===== src/rtl/matrix_loader.sv =====
// matrix_loader: streams signed elements into a packed 3x3 (or embedded 2x2) matrix with valid/ready on both sides; define MATLOAD_COLMAJOR_EN for column-major element order
module matrix_loader #(
    parameter int ELEM_W = 8
) (
    input  logic                  clk,
    input  logic                  rst,
    input  logic                  clear,
    input  logic                  size_sel,
    input  logic [ELEM_W-1:0]     in_data,
    input  logic                  in_valid,
    output logic                  in_ready,
    output logic [9*ELEM_W-1:0]   out_matrix,
    output logic                  out_valid,
    input  logic                  out_ready,
    output logic                  out_size,
    output logic [3:0]            elem_cnt
);
    localparam int MW = 9 * ELEM_W;
    typedef enum logic {LOAD, FULL} state_t;
    state_t state, state_n;
    logic acc, eff_size, last;
    logic [3:0] idx;
    logic [MW-1:0] mat_n;
    assign in_ready  = rst && state == LOAD;
    assign out_valid = state == FULL;
    assign acc       = in_valid && in_ready && !clear;
    assign eff_size  = elem_cnt == 4'd0 ? size_sel : out_size;
    assign last      = elem_cnt == (eff_size ? 4'd3 : 4'd8);
    // packed slot (0 = a11 .. 8 = a33) that the current element lands in
    always_comb begin
`ifdef MATLOAD_COLMAJOR_EN
        idx = eff_size ? (elem_cnt == 4'd1 ? 4'd3 : elem_cnt == 4'd2 ? 4'd1 : elem_cnt == 4'd3 ? 4'd4 : 4'd0)
                       : 4'(3 * (elem_cnt % 3) + elem_cnt / 3);
`else
        idx = eff_size && elem_cnt >= 4'd2 ? elem_cnt + 4'd1 : elem_cnt;
`endif
    end
    // first element starts from the size's filler pattern, later ones patch the held matrix
    always_comb begin
        mat_n = elem_cnt == 4'd0 ? (eff_size ? MW'(1) : '0) : out_matrix;
        mat_n[ELEM_W*(8-int'(idx)) +: ELEM_W] = in_data;
    end
    // next state: clear wins over both handshakes
    always_comb begin
        state_n = state;
        if (clear)
            state_n = LOAD;
        else if (state == LOAD && acc && last)
            state_n = FULL;
        else if (state == FULL && out_ready)
            state_n = LOAD;
    end
    // state register
    always_ff @(posedge clk) begin
        if (!rst)
            state <= LOAD;
        else
            state <= state_n;
    end
    // element count, matrix and latched size; matrix survives clear and output handshake
    always_ff @(posedge clk) begin
        if (!rst) begin
            elem_cnt   <= '0;
            out_matrix <= '0;
            out_size   <= 1'b0;
        end else if (clear) begin
            elem_cnt <= '0;
        end else if (acc) begin
            elem_cnt   <= elem_cnt + 4'd1;
            out_matrix <= mat_n;
            if (elem_cnt == 4'd0)
                out_size <= size_sel;
        end else if (state == FULL && out_ready) begin
            elem_cnt <= '0;
        end
    end
endmodule

===== config.mk =====
export PLATFORM = sky130hd
export DESIGN_NAME = matrix_loader
export DESIGN_NICKNAME = d
export VERILOG_FILES = /design/src/rtl/matrix_loader.sv
export SDC_FILE = /design/constraint.sdc
export NUM_CORES = 1
export LEC_CHECK = 0
export BUFFER_PORTS_ARGS = -buffer_cell sky130_fd_sc_hd__buf_2
export CORE_MARGIN = 8
export CORE_UTILIZATION = 25
export CTS_CLUSTER_SIZE = 10
export DETAILED_ROUTE_END_ITERATION = 8
export PLACE_DENSITY_LB_ADDON = 0.2
export SYNTH_ARGS = -nofsm -noshare
export SYNTH_HDL_FRONTEND = slang
export SYNTH_SLANG_ARGS = --single-unit

===== constraint.sdc =====
create_clock -name clk -period 6.1 [get_ports clk]
set_input_delay 1.83 -clock clk [delete_from_list [all_inputs] [get_ports clk]]
set_output_delay 1.83 -clock clk [all_outputs]
set_load 0.01 [all_outputs]

==> metrics <==
outcome finished clean; CP Depth 3; Synth warnings 0; cell count of the worst hold path 2; Register-to-Register Setup Slack 2660 ps; portion of netlist area occupied by mux cells 20.95%; via count of the first global-routing pass 2,417; Hold Violations, Final 0; cell taking the most area after synthesis dfxtp_1; Design Power 0.001204 W; DRC viols 0; Clock transition at path regs 60 ps; netlist area before placement 0.003201 mm²; total of cells resized after clock tree synthesis 0; number of buffers added to fix hold violations after cts 0; pwr/cell area 288.9 mW/mm²; type of element launching the critical path input pin; sequential-to-total area share from yosys stat 48.79%; minimum clock period 4054 ps; most prevalent standard cell on the critical path buf_2; peak ir drop on the vdd network 0.0001276 V; share of the core filled with cells 33.15%; Sink Count 78; Gate Count Post-Synth 318; maximum frequency from static timing analysis 246.7 MHz; launch point of the worst reg-to-reg path elem_cnt[0]$_SDFFE_PP0P_; first-pass GRT wire length 13,610 µm; number of distinct library cells after synthesis 48; predominant post-synthesis flop cell dfxtp_1; post-synthesis adder-cell area fraction 1.564%; final setup fails 0; number of max-slew violations in the final report 0; average instance area after synthesis 10.06 µm²; DP Cell Count 567; number of ports placed on the die boundary 93; total negative slack 0 ps; Clock Skews 3.086 ps; number of fill cells in the layout 1,320; via total after detailed routing 2,497; worst path cell trace buf_2, nor2b_1, buf_2; row cnt 41; dominant cell by count in the synthesized netlist dfxtp_1; Post CTS Setup Buffer Count 0; synthesized-area fraction occupied by ao, oa, aoi and oai cells 6.529%; most instantiated cells after synthesis 78 x dfxtp_1, 72 x nand2_1, 67 x mux2i_1; critical path endpoint in_ready; Worst Hold Class reg -> reg; First DRT Iteration DRCs 161; share of flip-flops with an asynchronous set or reset after synthesis 0%; total global routing overflow 0; final weighted congestion in routability-driven placement 0.7606; Vias per Instance 4.283; launch point of the critical path rst; Leakage Power 2.102 nW; number of clock buffers inserted by TritonCTS 9; critical path fanouts, max 3; CP Buf/Inv Count 2; Worst Setup End Kind output pin; transition time at the pin with the least slew margin 784.2 ps; post-route fraction of the period consumed by the critical path 66.46%; kind of critical path in -> out; TritonCTS clock tree yes; relative area change from synthesis to final layout 30.18%; buffer depth of the longest clock path 2; number of nets in the layout 424; Port Buf Inserts 92; initial antenna violation count 0; CP Data Arrival Time 2220 ps; Max transition margin 47.48%; fraction of synthesized cell area in xor and xnor cells 1.368%; cells taking the most area after synthesis dfxtp_1 49%, mux2i_1 21%, nand2_1 8.4%, a22o_1 1.9%, ha_1 1.6%; Worst Reg-to-Reg Cells 11; post-synthesis share of cell area spent on and, or, nand and nor gates 16.93%; share of cells above drive strength 1 29.20%; Core Box Area 0.01257 mm²; total track usage 10.92%; Post-DP HPWL 6523 µm; worst-path cell with the longest stage delay buf_2; number of nets still failing antenna checks after routing 0; main combinational cell family by area after synthesis multiplexers; Clock Latency Late Sink 340 ps; maximum number of pins on one net before global-route repair 67; reg-to-reg critical path endpoint out_matrix[13]$_SDFFE_PN0P_; longest individual stage delay on the worst path 150 ps; Total Die Area 0.01668 mm²; sum of routed wire length over all layers 9118 µm; number of enable-type register cells in the synthesized netlist 0; average detailed-routed wire length per instance 15.64 µm; buffer type at the clock tree root clkbuf_16; die boundary width 129.1 µm; max-capacitance violation count 0; share of the synthesized area in the top cell type 48.79%; initial core utilization 25.47%; deepest level of the CTS H-tree 3; register bit total from synthesis 78; fin cells 583; setup repair after global routing missed its margin no; diode insertion count for antenna repair 0; critical path data required time 4270 ps; cell class contributing the biggest share of worst-path delay buffers and inverters; syn_nets 336; Detailed Routing Iterations Pass 1 4; vertical extent of the die 129.1 µm
==> cell families (layout without fill, tap and decap cells) <==
logic type      count (synthesis)  in the layout
xor+xnor                        5              5
fa+ha+maj                       4              4
flops                          78             78
mux                            67             67
simple gates                  110            110
compound gates                 26             26
buf+inv                        28            121
==> where the power goes <==
part	total, W	internal [W]	switching (W)
clock network	0.000624	0.000422	0.000201
logic	0.0000619	0.0000210	0.0000409
registers	0.000518	0.000514	0.00000434
==> worst min path at each step <==
stage | slack (ps) | to | start
5_1_grt | 470 | out_matrix[10]$_SDFFE_PN0P_ | out_matrix[10]$_SDFFE_PN0P_
2_1_floorplan | 480 | out_matrix[10]$_SDFFE_PN0P_ | out_matrix[10]$_SDFFE_PN0P_
6_report | 450 | out_matrix[38]$_SDFFE_PN0P_ | out_matrix[38]$_SDFFE_PN0P_
3_3_place_gp | 440 | out_matrix[66]$_SDFFE_PN0P_ | out_matrix[66]$_SDFFE_PN0P_
4_1_cts | 460 | out_matrix[10]$_SDFFE_PN0P_ | out_matrix[10]$_SDFFE_PN0P_
3_5_place_dp | 450 | out_matrix[10]$_SDFFE_PN0P_ | out_matrix[10]$_SDFFE_PN0P_
==> flip-flops by register name, indices dropped and copies added (netlist names) <==
signal      count
out_valid       1
elem_cnt        4
out_size        1
out_matrix     72
==> layout by cell type, fill, tap and decap left out, drive strengths merged, types with 2 or more instances in the layout <==
cell type,instances
buf,93
dfxtp,78
nand2,72
mux2i,67
clkbuf,13
inv,12
a22o,7
nor2,7
nor2b,5
xnor2,4
ha,4
and3,4
nor3b,4
a21oi,3
o22a,3
bufinv,3
nand3,3
o21ai,2
nand2b,2
and3b,2
nand3b,2
nand4,2
==> layer usage <==
| layer | wire, µm | track usage (%) | share of wire (%) | up-vias |
|---|---|---|---|---|
| met2 | 4159 | 16.88 | 46 | 62 |
| met4 | 142 | 4.768 | 1.6 | 0 |
| li1 | - | - | - | 1260 |
| met1 | 4195 | 13.46 | 46 | 1165 |
| met5 | 0 | 0 | 0 | - |
| met3 | 621 | 3.780 | 6.8 | 10 |
==> worst reg2reg max path, delay by kind of cell (launching register included) <==
family                   cells  cell delay [ps]
AO/OA/AOI/OAI                2              500
XOR/XNOR                     1              310
adder cells (fa/ha/maj)      2              630
buffers and inverters        1              150
flip-flops                   1              570
multiplexers                 1              240
AND/OR/NAND/NOR              4              960
==> area by class of cell <==
cell class / instances / area, µm² / area share [%]
flip-flops and latches: 78 / 1562 / 37.48
multi-input cells: 212 / 1526 / 36.64
repair buffers: 93 / 467.9 / 11.23
clock buffers: 13 / 260.3 / 6.246
well taps: 172 / 215.2 / 5.165
clock inverters: 3 / 90.09 / 2.162
inverters: 12 / 45.04 / 1.081
==> stage by stage <==
stage / area, µm² / worst slack, ps / hold WS (ps)
after global routing: 4167 / 1754 / 474.7
after floorplan: 3201 / 2191 / 479.0
after global placement: 3816 / 1791 / 444.8
after detailed placement: 3816 / 1690 / 447.9
final: 4167 / 2046 / 454.3
after CTS: 4167 / 2029 / 457.7
Power figures use the tool's default switching activity.
